$ cat src/rtl/stream_split.sv
// stream_split: splits each accepted input beat into a left and a right field,
// each buffered in its own FIFO so either output can drain while the other stalls.

// Single-clock FIFO with an occupancy counter; head data reads as zero when empty.
module stream_split_fifo #(
    parameter int W       = 8,
    parameter int ADDR_SZ = 1
) (
    input  logic             clk,
    input  logic             reset_n,
    input  logic             i_push,
    input  logic [W-1:0]     i_data,
    input  logic             i_pop,
    output logic [W-1:0]     o_data,
    output logic [ADDR_SZ:0] o_count,
    output logic             o_full,
    output logic             o_empty
);
    localparam int DEPTH = 1 << ADDR_SZ;
    localparam logic [ADDR_SZ:0]   FULL_CNT = {1'b1, {ADDR_SZ{1'b0}}};
    localparam logic [ADDR_SZ:0]   CNT_ONE  = (ADDR_SZ+1)'(1);
    localparam logic [ADDR_SZ-1:0] PTR_ONE  = ADDR_SZ'(1);

    logic [W-1:0]       r_mem [DEPTH];
    logic [ADDR_SZ-1:0] r_wr_ptr;
    logic [ADDR_SZ-1:0] r_rd_ptr;
    logic [ADDR_SZ:0]   r_count;

    assign o_full  = (r_count == FULL_CNT);
    assign o_empty = (r_count == '0);
    assign o_count = r_count;
    assign o_data  = o_empty ? '0 : r_mem[r_rd_ptr];

    // Pointers are ADDR_SZ bits wide, so incrementing wraps modulo DEPTH.
    always_ff @(posedge clk or negedge reset_n) begin
        if (!reset_n) begin
            r_wr_ptr <= '0;
            r_rd_ptr <= '0;
            r_count  <= '0;
        end else begin
            if (i_push) r_wr_ptr <= r_wr_ptr + PTR_ONE;
            if (i_pop)  r_rd_ptr <= r_rd_ptr + PTR_ONE;
            case ({i_push, i_pop})
                2'b10:   r_count <= r_count + CNT_ONE;
                2'b01:   r_count <= r_count - CNT_ONE;
                default: r_count <= r_count;
            endcase
        end
    end

    always_ff @(posedge clk) begin
        if (i_push) r_mem[r_wr_ptr] <= i_data;
    end
endmodule

module stream_split #(
    parameter int LEFT_WIDTH   = 8,
    parameter int RIGHT_WIDTH  = 8,
    parameter int FIFO_ADDR_SZ = 1,
    parameter int IN_WIDTH     = LEFT_WIDTH + RIGHT_WIDTH
) (
    input  logic                    clk,
    input  logic                    reset_n,
    input  logic                    i_valid,
    output logic                    i_ready,
    input  logic [IN_WIDTH-1:0]     i_data,
    output logic                    o_left_valid,
    input  logic                    o_left_ready,
    output logic [LEFT_WIDTH-1:0]   o_left_data,
    output logic                    o_right_valid,
    input  logic                    o_right_ready,
    output logic [RIGHT_WIDTH-1:0]  o_right_data,
    output logic [FIFO_ADDR_SZ:0]   o_left_count,
    output logic [FIFO_ADDR_SZ:0]   o_right_count
);
    logic w_accept;
    logic w_left_full, w_right_full;
    logic w_left_empty, w_right_empty;
    logic w_left_pop, w_right_pop;

    // Handshake: a transfer happens on a rising edge where valid && ready.
    // Valid never depends on ready; an input beat goes to both FIFOs or neither.
    assign i_ready       = reset_n && !w_left_full && !w_right_full;
    assign w_accept      = i_valid && i_ready;
    assign o_left_valid  = !w_left_empty;
    assign o_right_valid = !w_right_empty;
    assign w_left_pop    = o_left_valid && o_left_ready;
    assign w_right_pop   = o_right_valid && o_right_ready;

    stream_split_fifo #(
        .W       (LEFT_WIDTH),
        .ADDR_SZ (FIFO_ADDR_SZ)
    ) u_left_fifo (
        .clk     (clk),
        .reset_n (reset_n),
        .i_push  (w_accept),
        .i_data  (i_data[IN_WIDTH-1:RIGHT_WIDTH]),
        .i_pop   (w_left_pop),
        .o_data  (o_left_data),
        .o_count (o_left_count),
        .o_full  (w_left_full),
        .o_empty (w_left_empty)
    );

    stream_split_fifo #(
        .W       (RIGHT_WIDTH),
        .ADDR_SZ (FIFO_ADDR_SZ)
    ) u_right_fifo (
        .clk     (clk),
        .reset_n (reset_n),
        .i_push  (w_accept),
        .i_data  (i_data[RIGHT_WIDTH-1:0]),
        .i_pop   (w_right_pop),
        .o_data  (o_right_data),
        .o_count (o_right_count),
        .o_full  (w_right_full),
        .o_empty (w_right_empty)
    );
endmodule

$ cat config.mk
export PLATFORM = sky130hd
export DESIGN_NAME = stream_split
export DESIGN_NICKNAME = d
export VERILOG_FILES = /design/src/rtl/stream_split.sv
export SDC_FILE = /design/constraint.sdc
export NUM_CORES = 1
export LEC_CHECK = 0
export ABC_AREA = 1
export BUFFER_PORTS_ARGS = -buffer_cell sky130_fd_sc_hd__buf_4
export CORE_MARGIN = 4
export CORE_UTILIZATION = 55
export CTS_BUF_LIST = sky130_fd_sc_hd__clkbuf_8
export DETAILED_ROUTE_END_ITERATION = 8
export PLACE_DENSITY = 0.83
export RECOVER_POWER = 25
export SLEW_MARGIN = 20
export SYNTH_ARGS = -nofsm -noshare
export SYNTH_HDL_FRONTEND = slang
export SYNTH_SLANG_ARGS = --single-unit
$ cat constraint.sdc
create_clock -name clk -period 3.1 [get_ports clk]
set_clock_uncertainty 0.15 [all_clocks]
set_input_delay 0.155 -clock clk [delete_from_list [all_inputs] [get_ports clk]]
set_output_delay 0.155 -clock clk [all_outputs]
set_load 0.02 [all_outputs]
==> flow_summary.yaml <==
status:
  status: "finished, final reports clean"
global_route:
  antenna_found_initial: 0
  grt_max_degree: 13
  grt_pass1_wl_um: 6060
  grt_pass1_vias: 1273
  gr-total-overflow: 0
  grt_use_total: 0.204
route:
  dr.first_iter.drc_count: 46
  wl_per_cell_um: 16.1
  drt_pass1_iterations: 4
  wirelength_um: 3790
  viasPerCell: 5.19
  drc: 0
  ant_nets: 0
  via_count: 1220
timing:
  tns_ps: 0
  max_freq_mhz: 465
  min_period_over_period: 0.694
  tightest_slew_ps: 673
  slew_violations: 0
  timing.final.crit_period_ps: 2150
  setup_viol: 0
  rsz0062_at_grt: "false"
  hold_viol: 0
  max_slew_margin: 0.550
yosys:
  ys.flop_type: "edfxtp_1"
  yosysMostFrequentCell: "nand2_1"
  syn_nets: 161
  postSynthCellCount: 138
  synthTopCellsByCount: "40 x nand2_1, 32 x edfxtp_1, 16 x a21oi_1"
  seq_area_frac_synth: 0.693
  yosys_warnings: 0
  synth_top_area_frac: 0.574
  synthTopCellsByArea: "edfxtp_1 57%, dfrtp_1 12%, nand2_1 9.0%"
  avgSynthCellArea_um2: 12.1
  yosysTopAreaCell: "edfxtp_1"
  ys_seq_elements: 40
  async_flop_share: 0.200
  synth_edf_count: 32
  syn_area_mm2: 0.00168
  synth.distinct_cells: 19
critical_path:
  path_class: "in -> reg"
  worst-path-max-fanout: 11
  required_ps: 2870
  startpoint: "reset_n"
  slowest_delay_ps: 560
  r2r-start: "u_left_fifo.o_count[0]"
  crit_path_start_kind: "input pin"
  worstPathArrival_ps: 1930
  cp_cell_sequence: "dlygate4sd3_1, clkbuf_1, nand4_4, nor2_1"
  crit_path_end_kind: "register"
  crit_slowest_cell: "nor2_1"
power_and_ir_drop:
  vdd_drop_max_mv: 0.688
  seqPwrFrac: 0.381
  internal_power_w: 0.00124
  p_total_w: 0.00214
  powerDensity_mw_per_mm2: 941
  netSwitchingFraction: 0.418
  pwr-share-comb: 0.467
  p_clk_frac: 0.152
  switchingPower_w: 0.000893
  leakagePower_nw: 0.977
place:
  dpl.hpwl_um: 2370
  port_buffers: 43
  gp_congestion: 0.806
cells_and_area:
  layout-drive-gt1-share: 0.294
  nFillCells: 154
  nets: 226
  area_growth_pct: 35.6
  num_antenna_cells: 0
cts:
  clk_latency_ps: 290
  cts_tree: "done"
  clock_path_buffers: 2
  cts_max_level: 2
  cts-root-buf: "clkbuf_8"
  path_clk_slew_ps: 70
  clock_sinks: 40
  cts_buffers: 5
floorplanning:
  start_util: 0.592
  coreArea_mm2: 0.00283
  ioPinCount: 44
  die-area_mm2: 0.00399
  fp-row-count: 19
  die_y_um: 63.2
  dieWidth_um: 63.2
run:
  cap_violations: 0
min_path:
  hp-class: "in -> reg"
  hold_path.startpoint: "i_valid"
[worst max-delay path: cells and delay by family]
kind / cells / cell delay [ps]
buffers and inverters: 2 / 1000
AND/OR/NAND/NOR: 2 / 770
[cell type report]
cell class / instances / area (µm²) / area share
clock inverters: 3 / 13.8 / 0.00606
inverters: 17 / 63.8 / 0.0281
clock buffers: 5 / 68.8 / 0.0303
well taps: 31 / 38.8 / 0.0171
repair buffers: 60 / 485 / 0.214
flip-flops and latches: 40 / 1160 / 0.511
multi-input cells: 79 / 440 / 0.194
[metrics by stage]
stage | util | worst slack, ps | std cells | cell area [µm²] | hold WS, ps
finish | 0.803 | 948 | 235 | 2270 | 71.5
global route | 0.803 | 773 | 235 | 2270 | 73.2
CTS | 0.806 | 1240 | 235 | 2280 | 61.4
detailed placement | 0.716 | 1250 | 210 | 2030 | -155
global placement | 0.716 | 1300 | 210 | 2030 | -158
floorplan | - | 1340 | 138 | 1680 | -291
[worst paths after layout]
check	to	slack, ps	cells after the start
worst max-delay path	u_right_fifo.r_mem[1][2]	950	4
worst min-delay path	u_left_fifo.r_wr_ptr	70	3
worst max register to register	u_right_fifo.r_mem[1][2]	1240	4
worst min register to register	u_right_fifo.r_wr_ptr	350	2
max in group asynchronous	u_right_fifo.r_wr_ptr	2180	2
min in group asynchronous	u_left_fifo.o_count[1]	230	2
[state kept, by name (all words and copies together) (netlist names)]
name and cells:
u_right_fifo.r_wr_ptr 1, u_left_fifo.r_mem 16, u_right_fifo.r_rd_ptr 1, u_left_fifo.o_count 2, u_left_fifo.r_wr_ptr 1, u_left_fifo.r_rd_ptr 1, u_right_fifo.r_mem 16, u_right_fifo.o_count 2
[cell usage in the layout (no fill, tap or decap), types with 4 or more instances in the layout]
cell,netlist,layout
nand2_1,40,40
buf_4,0,33
inv_1,15,15
dfrtp_1,8,8
xnor2_1,4,4
clkbuf_8,0,5
a21oi_1,16,16
nor2_4,4,4
clkbuf_4,0,8
dlygate4sd3_1,0,17
edfxtp_1,32,32
[power groups by stage]
stage	sequential, W	clock (W)	combinational, W
after CTS	0.000812	0.000327	0.000992
final	0.000815	0.000325	0.000998
after global routing	0.000830	0.000353	0.00108
after detailed placement	0.000822	0	0.000967
after floorplan	0.000807	0	0.000602
after global placement	0.000812	0	0.000937
[repair_timing]
item	CTS	global route
hold endpoints to repair	40	0
gates resized for setup	0	0
hold buffers	17	0
setup buffers	0	0
[cells by family after synthesis]
logic type	synth area share
and+or+nand+nor	0.159
DFF	0.693
AOI/OAI and AO/OA	0.0530
buffers and inverters	0.0441
adders and majority gates	0.0149
xor gates and xnor gates	0.0358
[per-layer routing]
| metal | vias to the layer above | global-route usage | wire (µm) |
|---|---|---|---|
| met5 | - | 0 | 0 |
| met4 | 0 | 0.0889 | 104 |
| met3 | 9 | 0.0604 | 227 |
| met2 | 40 | 0.377 | 2100 |
| met1 | 581 | 0.213 | 1360 |
| li1 | 590 | - | - |
Note: power is estimated with default switching activity, not from simulation.
